[src/rtl/seq_det_pkg.sv]
// Shared constants and types for the parameterised serial sequence detector.
package seq_det_pkg;

  localparam int PKG_MAX_LEN = 8;
  localparam int PKG_CNT_W   = 8;
  localparam logic [PKG_MAX_LEN-1:0] PKG_DEF_PATTERN = 8'b0000_1010;
  localparam int PKG_DEF_LEN     = 4;
  localparam int PKG_DEF_OVERLAP = 0;

  // Length field must hold 0..MAX_LEN inclusive, hence the +1.
  localparam int LEN_W = $clog2(PKG_MAX_LEN + 1);
  typedef logic [LEN_W-1:0] len_t;

  typedef enum logic {
    MODE_NON_OVERLAP = 1'b0,
    MODE_OVERLAP     = 1'b1
  } mode_e;

endpackage

[src/rtl/seq_match_counter.sv]
// Saturating match counter; a synchronous clear wins over an increment.
module seq_match_counter #(
  parameter int CNT_W = 8
) (
  input  logic             clk,
  input  logic             rst_n,
  input  logic             clr_i,
  input  logic             inc_i,
  output logic [CNT_W-1:0] count_o
);

  logic [CNT_W-1:0] count_q;
  logic [CNT_W-1:0] count_d;

  always_comb begin
    count_d = count_q;
    if (clr_i) begin
      count_d = '0;
    end else if (inc_i && (count_q != {CNT_W{1'b1}})) begin
      count_d = count_q + CNT_W'(1);
    end
  end

  always_ff @(posedge clk or negedge rst_n) begin
    if (!rst_n) begin
      count_q <= '0;
    end else begin
      count_q <= count_d;
    end
  end

  assign count_o = count_q;

endmodule

[src/rtl/seq_detector_param.sv]
// Serial pattern detector with run-time loadable pattern, length and overlap mode.
// z is a registered one-cycle flag following the edge that samples the completing bit.
module seq_detector_param
  import seq_det_pkg::*;
#(
  parameter int                 MAX_LEN     = PKG_MAX_LEN,
  parameter int                 CNT_W       = PKG_CNT_W,
  parameter logic [MAX_LEN-1:0] DEF_PATTERN = MAX_LEN'(PKG_DEF_PATTERN),
  parameter int                 DEF_LEN     = PKG_DEF_LEN,
  parameter int                 DEF_OVERLAP = PKG_DEF_OVERLAP
) (
  input  logic                         clk,
  input  logic                         rst_n,
  input  logic                         x,
  input  logic                         in_valid,
  input  logic                         cfg_load,
  input  logic [MAX_LEN-1:0]           cfg_pattern,
  input  logic [$clog2(MAX_LEN+1)-1:0] cfg_len,
  input  logic                         cfg_overlap,
  input  logic                         cnt_clr,
  output logic                         z,
  output logic [CNT_W-1:0]             match_count
);

  localparam int             LW        = $clog2(MAX_LEN + 1);
  localparam logic [LW-1:0]  MAX_LEN_L = LW'(MAX_LEN);

  logic [MAX_LEN-1:0] pattern_q, pattern_d;
  logic [LW-1:0]      len_q, len_d;
  mode_e              mode_q, mode_d;
  logic [MAX_LEN-1:0] hist_q, hist_d;
  logic [LW-1:0]      fill_q, fill_d;
  logic               z_q, z_d;

  logic [MAX_LEN-1:0] histShift;
  logic [MAX_LEN-1:0] lenMask;
  logic [LW-1:0]      fillInc;
  logic               hit;
  logic               matchPulse;

  // Compare only the low len bits of the would-be history; len=0 never matches.
  always_comb begin
    histShift = {hist_q[MAX_LEN-2:0], x};
    fillInc   = (fill_q == MAX_LEN_L) ? fill_q : fill_q + LW'(1);
    lenMask   = '0;
    for (int i = 0; i < MAX_LEN; i++) begin
      lenMask[i] = (i < int'(len_q));
    end
    hit = (len_q != '0) && (fillInc >= len_q) &&
          ((histShift & lenMask) == (pattern_q & lenMask));
  end

  always_comb begin
    pattern_d  = pattern_q;
    len_d      = len_q;
    mode_d     = mode_q;
    hist_d     = hist_q;
    fill_d     = fill_q;
    z_d        = 1'b0;
    matchPulse = 1'b0;
    if (cfg_load) begin
      pattern_d = cfg_pattern;
      len_d     = (cfg_len > MAX_LEN_L) ? MAX_LEN_L : cfg_len;
      mode_d    = mode_e'(cfg_overlap);
      hist_d    = '0;
      fill_d    = '0;
    end else if (in_valid) begin
      hist_d     = histShift;
      // Non-overlapping mode forgets the matched bits by emptying the fill.
      fill_d     = (hit && (mode_q == MODE_NON_OVERLAP)) ? '0 : fillInc;
      z_d        = hit;
      matchPulse = hit;
    end
  end

  always_ff @(posedge clk or negedge rst_n) begin
    if (!rst_n) begin
      pattern_q <= DEF_PATTERN;
      len_q     <= LW'(DEF_LEN);
      mode_q    <= (DEF_OVERLAP != 0) ? MODE_OVERLAP : MODE_NON_OVERLAP;
      hist_q    <= '0;
      fill_q    <= '0;
      z_q       <= 1'b0;
    end else begin
      pattern_q <= pattern_d;
      len_q     <= len_d;
      mode_q    <= mode_d;
      hist_q    <= hist_d;
      fill_q    <= fill_d;
      z_q       <= z_d;
    end
  end

  assign z = z_q;

  seq_match_counter #(
    .CNT_W (CNT_W)
  ) u_counter (
    .clk     (clk),
    .rst_n   (rst_n),
    .clr_i   (cnt_clr),
    .inc_i   (matchPulse),
    .count_o (match_count)
  );

endmodule
[config.mk]
export PLATFORM = sky130hd
export DESIGN_NAME = seq_detector_param
export DESIGN_NICKNAME = d
export VERILOG_FILES = /design/src/rtl/seq_det_pkg.sv /design/src/rtl/seq_match_counter.sv /design/src/rtl/seq_detector_param.sv
export SDC_FILE = /design/constraint.sdc
export NUM_CORES = 1
export LEC_CHECK = 0
export BUFFER_PORTS_ARGS = -buffer_cell sky130_fd_sc_hd__buf_2
export CAP_MARGIN = 20
export CORE_MARGIN = 4
export CORE_UTILIZATION = 35
export CTS_BUF_LIST = sky130_fd_sc_hd__clkbuf_16
export CTS_CLUSTER_DIAMETER = 120
export DETAILED_ROUTE_END_ITERATION = 10
export PLACE_DENSITY_LB_ADDON = 0.25
export SYNTH_ARGS = -nofsm -noshare
export SYNTH_HDL_FRONTEND = slang
export SYNTH_SLANG_ARGS = --single-unit
[constraint.sdc]
create_clock -name clk -period 3.3 [get_ports clk]
set_clock_uncertainty 0.05 [all_clocks]
set_input_delay 0.33 -clock clk [delete_from_list [all_inputs] [get_ports clk]]
set_output_delay 0.33 -clock clk [all_outputs]
set_load 0.03 [all_outputs]
==> results of run 1 <==
[cells by family after synthesis]
group,count (synthesis),synth area share [%]
and+or+nand+nor,46,14.7
DFF,33,48.4
AOI/OAI and AO/OA,30,11.5
muxes,17,10.6
buffers and inverters,14,3.51
xor gates and xnor gates,12,6.14
adders and majority gates,7,5.11
[power groups by stage]
stage	clock, W	sequential [W]	combinational, W
after detailed placement	0	0.000453	0.000107
after CTS	0.000439	0.000446	0.000108
after global placement	0	0.000452	0.000104
after global routing	0.000465	0.000449	0.000119
after floorplan	0	0.000448	0.0000728
final	0.000425	0.000446	0.000106
[metal layers]
layer | vias up | part of all wire, %
met3 | 5 | 3.3
met1 | 608 | 46
met2 | 18 | 49
met5 | - | 0
met4 | 0 | 1.3
li1 | 629 | -
[metrics by stage]
stage	cell area, um2	power [W]	hold slack [ns]
after global routing	2040	0.00103	0.140
after floorplan	1710	0.000521	-0.0156
after global placement	1900	0.000555	0.383
after detailed placement	1900	0.000560	0.398
final	2040	0.000978	0.0717
after CTS	2040	0.000993	0.106
[registers in the layout, summed over array words and instances, names as in the netlist]
name,flops
pattern_q,8
u_counter.count_o,8
hist_q,7
fill_q,4
len_q,4
mode_q,1
z,1
[worst min path at each step]
stage	startpoint	endpoint	slack, ns
3_5_place_dp	rst_n	hist_q[3]	0.40
4_1_cts	rst_n	hist_q[3]	0.11
3_3_place_gp	rst_n	pattern_q[4]	0.38
5_1_grt	rst_n	hist_q[3]	0.14
2_1_floorplan	rst_n	fill_q[0]	-0.02
6_report	rst_n	hist_q[3]	0.07
[layout by cell type (no fill, tap or decap), types with 2 or more instances in the layout]
master                      instances
sky130_fd_sc_hd__dfrtp_1           30
sky130_fd_sc_hd__buf_2             27
sky130_fd_sc_hd__nor2_1            12
sky130_fd_sc_hd__o21ai_0           12
sky130_fd_sc_hd__inv_1              9
sky130_fd_sc_hd__mux2_2             9
sky130_fd_sc_hd__nand2_1            8
sky130_fd_sc_hd__xor2_1             8
sky130_fd_sc_hd__mux2i_1            8
sky130_fd_sc_hd__nand3_1            7
sky130_fd_sc_hd__ha_1               7
sky130_fd_sc_hd__a21oi_1            6
sky130_fd_sc_hd__clkbuf_16          5
sky130_fd_sc_hd__xnor2_1            4
sky130_fd_sc_hd__o31ai_1            3
sky130_fd_sc_hd__nand3b_1           3
sky130_fd_sc_hd__a32o_1             3
sky130_fd_sc_hd__or3_1              3
sky130_fd_sc_hd__dfstp_2            3
sky130_fd_sc_hd__o21a_1             2
sky130_fd_sc_hd__nand4_1            2
sky130_fd_sc_hd__or4_1              2
sky130_fd_sc_hd__clkinv_2           2
[layout make-up]
class,count,area share [%]
clock buffers,5,6.13
well taps,67,4.11
inverters,8,1.47
clock inverters,3,0.674
flip-flops and latches,33,40.6
repair buffers,27,6.62
multi-input cells,112,40.3
==> results.txt, run 1 <==
The met1 track demand over resource is 14.7%. The depth of the CTS H-tree is 2. The detailed-route DRC error count is 0. At the worst endpoint, the required time is 3.45 ns.

The worst-case clock buffer depth came out at 2. The final net count is 213. The number of nets in the synthesized netlist is 185. The most numerous cell type found on the critical path is sky130_fd_sc_hd__ha_1. The total of buffers placed on input and output ports is 27. The kind of critical path is register to register. The standard-cell row count is 25. The final count of hold timing violations is 0. The post-place setup slack is 0.452 ns. In this run the tightest slew margin relative to its limit is 50.9%. The setup slack after layout came out at 0.423 ns. The cell family with the largest share of critical-path delay is simple AND/OR/NAND/NOR gates.

For this design, the slowest cell found on the critical path is sky130_fd_sc_hd__or3_4. The net switching component of the power is 0.000226 W. The slack of the worst reg-to-reg path is 0.42 ns.

The floorplan die width came out at 78.0 um. At the pin with the least slew margin, the transition time is 0.737 ns. The proportion of synthesized flip-flops having asynchronous set or reset came out at 100%. The violation count after the first detailed-route iteration is 45. The sequential cell fraction of total power came out at 45.6%. The clock share of power came out at 43.5%. The placer congestion estimate is 0.733. The number of vias after detailed routing is 1,260. The capturing element type of the critical path is a register. After legalization and detailed placement, the total HPWL measured 2.56 mm. Static timing analysis puts the maximum clock frequency at 348 MHz. The core box area is 4720 um2.

Global routing finished with a remaining overflow of 0. The number of synthesized register bits came out at 33. The sequential cells in the finished layout cover a total of 830 um2. STA classifies the critical path startpoint as a register.

Traced cell by cell, the critical path runs through inv_1 -> ha_1 -> nand2_1 -> nand3_1 -> o21ai_0 -> ha_1 -> o21a_1 -> o22a_1 -> nand4_1 -> or3_4 -> or4_1 -> a21oi_1. For the worst-skew pair, the clock arrives at the later sink with an insertion delay of 0.27 ns. Along the worst path, the maximum fanout reaches 12.

The global routing stage identified its most utilized layer as met2. The most critical setup path has its endpoint at u_counter.count_o[7]. The number of post-CTS setup repair buffers came out at 0. The post-cts sizing count is 0. The endpoint of the worst register-to-register path is u_counter.count_o[7]. IR analysis of the VDD net gives a maximum drop of 0.403 mV. The mean routed wirelength per cell came out at 13.1 um. The logic depth of the worst register-to-register path came out at 12. Clock tree synthesis inserted a total of 5 buffers. The synthesized netlist occupies a cell area of 1710 um2. The height of the chip came out at 78.0 um. The run finished with clean final reports. The tree built by TritonCTS fans out to 33 sinks.

The distinct cell type count after synthesis is 36. The routing usage on met2 is 20.8%. In the synthesized netlist the dominant register cell turns out to be sky130_fd_sc_hd__dfrtp_1. After layout, the worst path uses 87.2% of the clock period.

After synthesis, the cell types taking the most area are sky130_fd_sc_hd__dfrtp_1 44%, sky130_fd_sc_hd__mux2_2 5.9%, sky130_fd_sc_hd__ha_1 5.1%, sky130_fd_sc_hd__mux2i_1 4.7%, sky130_fd_sc_hd__dfstp_2 4.6%. Cells fill 43.2% of the core in the end. The TritonCTS clock tree is yes.

The final number of setup-violating endpoints is 0. The boundary pin count is 28. The critical path runs through a total of 12 cells. The number of hold buffers added after cts came out at 0. The global routing met3 resource utilization came out at 3.94%. The detail route stage leaves a number of antenna-violating nets equal to 0.

Yosys mapped a number of flops with a built-in enable equal to 0. The first-pass GRT wire length is 5.89 mm. The arrival time of the worst setup path came out at 3.02 ns. The filler cell count in the final layout is 435. On the worst path, the slowest cell contributes a delay of 0.50 ns. Setup repair after global routing left no endpoint under its margin. Sequential cells were found to cover 48.4% of the synthesized design area.

The combinational power share came out at 10.8%. The area of the die is 6080 um2. The overall track demand over capacity in global routing came out at 12.2%. The clock transition at the registers of the reported paths is 0.05 ns. The number of global-route vias before repair came out at 1,330. Synthesis produced a netlist whose cell count is 159. The static leakage is 0.953 nW. After synthesis, the most frequently instantiated cells are 30 x sky130_fd_sc_hd__dfrtp_1, 12 x sky130_fd_sc_hd__nor2_1, 12 x sky130_fd_sc_hd__o21ai_0.

The count of buffering cells on the critical path with inverters included came out at 1. The initial antenna violation count came out at 0. The critical path starts at fill_q[0]. The clock period could shrink to 2.88 ns. The tree is rooted in a sky130_fd_sc_hd__clkbuf_16. The final layout contains routed wiring with a total length of 3.34 mm. The setup TNS came out at 0 ns. The yosys synthesis warning count came out at 0. The share of total power consumed by net switching is 23.2%. The biggest area contributor in the post-synthesis netlist is sky130_fd_sc_hd__dfrtp_1. The power per cell area is 479 nW/um2. The first detailed-routing pass took 4 iterations. The startpoint identified for the worst register-to-register timing path is fill_q[0]. The most common cell in the synthesized netlist is sky130_fd_sc_hd__dfrtp_1. The finished layout holds 255 standard cells, fillers aside. The number of cells in the design after placement is 247.

The count of inserted antenna diode cells came out at 0. The fraction of post-synthesis cell area in the top cell type by area is 43.8%. The max-slew violation total from the final report is 0.

Entering global routing, the biggest net connects 34 pins. The mean instance size in the synthesized netlist came out at 10.8 um2. The via-per-instance ratio came out at 4.94. The min-delay analysis places its worst path in the category input port to async pin.

Summing all multi-input logic gate instances after layout gives 823 um2. The share of post-route cells with drive strength above 1 came out at 27.1%. The area added between synthesis and finish is 19.1%. The number of maximum-capacitance constraint violations is 0. The initial utilization of the core area, before any placement, comes to 36.3%. The cell internal power dissipation is 0.000751 W.
Power figures use the tool's default switching activity.
==> run 2: changes to the inputs <==
--- a/config.mk
+++ b/config.mk
@@ -8,11 +8,12 @@
 export BUFFER_PORTS_ARGS = -buffer_cell sky130_fd_sc_hd__buf_2
 export CAP_MARGIN = 20
 export CORE_MARGIN = 4
-export CORE_UTILIZATION = 35
+export CORE_UTILIZATION = 52
 export CTS_BUF_LIST = sky130_fd_sc_hd__clkbuf_16
 export CTS_CLUSTER_DIAMETER = 120
 export DETAILED_ROUTE_END_ITERATION = 10
 export PLACE_DENSITY_LB_ADDON = 0.25
+export SETUP_SLACK_MARGIN = 0.5
 export SYNTH_ARGS = -nofsm -noshare
 export SYNTH_HDL_FRONTEND = slang
 export SYNTH_SLANG_ARGS = --single-unit
==> results.txt, run 2 (synthesis gave the netlist of run 1 again) <==
The startpoint kind of the worst setup timing path is a register. The mean routed wirelength per cell came out at 14.6 um. The headroom to the max-slew limit is 52.7%. The worst setup path is of the register to register kind.

Summed over all layers, the routed wires come to 3.49 mm. The filler cell count in the final layout came out at 254. Based on the critical path, the design can be clocked at up to 364 MHz. The remaining global-route overflow came out at 0. Summing all flip-flop and latch instances after layout gives 830 um2. The highest net fanout along the worst path is 7.

The portion of the clock cycle consumed by the worst path in the final layout came out at 83.2%. The final core area utilization is 69.8%. The end point of the critical path is fill_q[3]. After floorplanning, the core was sized to cover 3100 um2.

Of the cells placed in the final design, the portion with a size suffix greater than 1 is 39.0%. The first-pass GRT wire length is 5.94 mm. The clock latency reported for the late side of the worst-skew pair is 0.28 ns.

In the layout the commonest cells are 30 x sky130_fd_sc_hd__dfrtp_1, 27 x sky130_fd_sc_hd__buf_2, 11 x sky130_fd_sc_hd__o21ai_0, 11 x sky130_fd_sc_hd__nor2_1, 9 x sky130_fd_sc_hd__mux2_2. The initial antenna violation count came to 0. The count of inserted antenna diode cells is 0.

The static leakage is 1.02 nW. The number of search-and-repair iterations in the first detailed-routing pass is 4. The final count of hold timing violations is 0. The worst setup path is captured at a register. The slew at the pin with the worst max-slew slack came out at 0.709 ns. The startpoint identified for the worst register-to-register timing path is len_q[1].

In the global route stage, overall resource usage came out at 18.4%. The placer congestion estimate came out at 0.787. The number of clock buffers added by TritonCTS is 5. The worst-case clock buffer depth came out at 2. For this configuration, the core starts out at a cell density of 55.2%. The final number of setup-violating endpoints is 0. The logic depth of the worst register-to-register path is 6. In this run the critical register-to-register path is captured at fill_q[3]. The boundary pin count came out at 28. The power per cell area is 464 nW/um2. The number of hold buffers added after cts is 0. The setup TNS came out at 0 ns.

The floorplan die width is 65.4 um. The via-per-instance ratio is 5.54. The slack of the worst reg-to-reg path is 0.55 ns. The most common library cell in the layout ignoring fill and taps is sky130_fd_sc_hd__dfrtp_1. The min-delay analysis places its worst path in the category input port to async pin.

After floorplanning, the core was divided into 20 placement rows. The clock transition at the registers of the reported paths came out at 0.05 ns. The area added between synthesis and finish came out at 26.4%.

The arrival time of the worst setup path came out at 2.85 ns. The violation count after the first detailed-route iteration is 62. The number of global-route vias before repair is 1,354. Across the run, the number of max-cap violations was 0. Subtracting the final worst setup slack from the clock period gives 2.75 ns.

The detailed-route DRC error count came out at 0. The setup slack after layout is 0.555 ns. Clock tree synthesis selected as its root buffer the cell sky130_fd_sc_hd__clkbuf_16. The final route contains 1,324 vias. TritonCTS built the clock tree. The maximum resistive drop on vdd is 0.338 mV. The post-place setup slack is 0.422 ns. The half-perimeter wire length of the detailed placement result is 2.44 mm. The height of the chip is 65.4 um. The flow ran to the end, and the final reports show no timing, DRC or antenna violations.

The remaining antenna violation count after routing is 0. The launching element of the worst setup path is len_q[1]. The max-slew violation total from the final report came out at 0. The required time reported for the critical path endpoint came out at 3.41 ns. Counting every sink on the clock net gives 33. Setup repair after global routing could not meet its margin everywhere. In the final layout, the multi-input gates occupy 913 um2. The area of the die is 4280 um2.

In this run the number of H-tree levels came out at 2. The net count of the finished layout is 220. Entering global routing, the biggest net connects 34 pins. The total of buffers placed on input and output ports is 27.
-- run 2: cell types whose count changed in the layout (fill, tap and decap cells not counted), sizes merged --
cell  delta
buf      +7
-- run 2: worst min path at each step --
stage / start / endpoint / depth (start not counted)
2_1_floorplan: rst_n / fill_q[0] / 0
3_3_place_gp: rst_n / len_q[0] / 1
3_5_place_dp: rst_n / fill_q[2] / 1
4_1_cts: rst_n / u_counter.count_o[4] / 1
5_1_grt: rst_n / mode_q / 1
6_report: rst_n / hist_q[5] / 1
-- run 2: report_power, final --
group | internal [W] | switching, W | total (W)
Sequential | 0.000427 | 0.0000198 | 0.000447
Combinational | 0.0000644 | 0.0000611 | 0.000125
Clock | 0.000273 | 0.000159 | 0.000432
-- run 2: critical path, stage by stage, from the launching register on --
cell	delay (ns)
sky130_fd_sc_hd__dfrtp_1	0.44
sky130_fd_sc_hd__or4_4	0.57
sky130_fd_sc_hd__a222oi_1	0.35
sky130_fd_sc_hd__nand4_1	0.20
sky130_fd_sc_hd__buf_4	0.18
sky130_fd_sc_hd__or4b_4	0.53
sky130_fd_sc_hd__a32o_2	0.29
-- run 2: repair_timing --
action,4_1_cts,5_1_grt
buffers inserted,3,4
pin swaps,1,16
endpoints found under the setup margin,3,8
gates resized for setup,1,25
-- run 2: final cells by class --
cell class | instances | share of cell area [%]
Clock buffer | 5 | 5.78
Clock inverter | 3 | 0.635
Sequential cell | 33 | 38.3
Timing Repair Buffer | 34 | 9.19
Tap cell | 44 | 2.54
Inverter | 8 | 1.39
Multi-Input combinational cell | 112 | 42.2
-- run 2: metal layers --
layer	routed length [um]	part of all wire (%)	global-route usage [%]
met3	141	4.0	5.98
met2	1720	49	30.3
met4	82	2.4	8.81
met5	0	0	0
met1	1550	44	21.6
-- run 2: metrics by stage --
stage	instances	cell area, um2	power, W	hold WS (ns)
2_1_floorplan	159	1710	0.000521	-0.0156
3_3_place_gp	224	1870	0.000553	0.368
3_5_place_dp	224	1870	0.000558	0.380
4_1_cts	235	2040	0.000993	0.0890
5_1_grt	239	2170	0.00105	0.119
6_report	239	2170	0.00101	0.0557
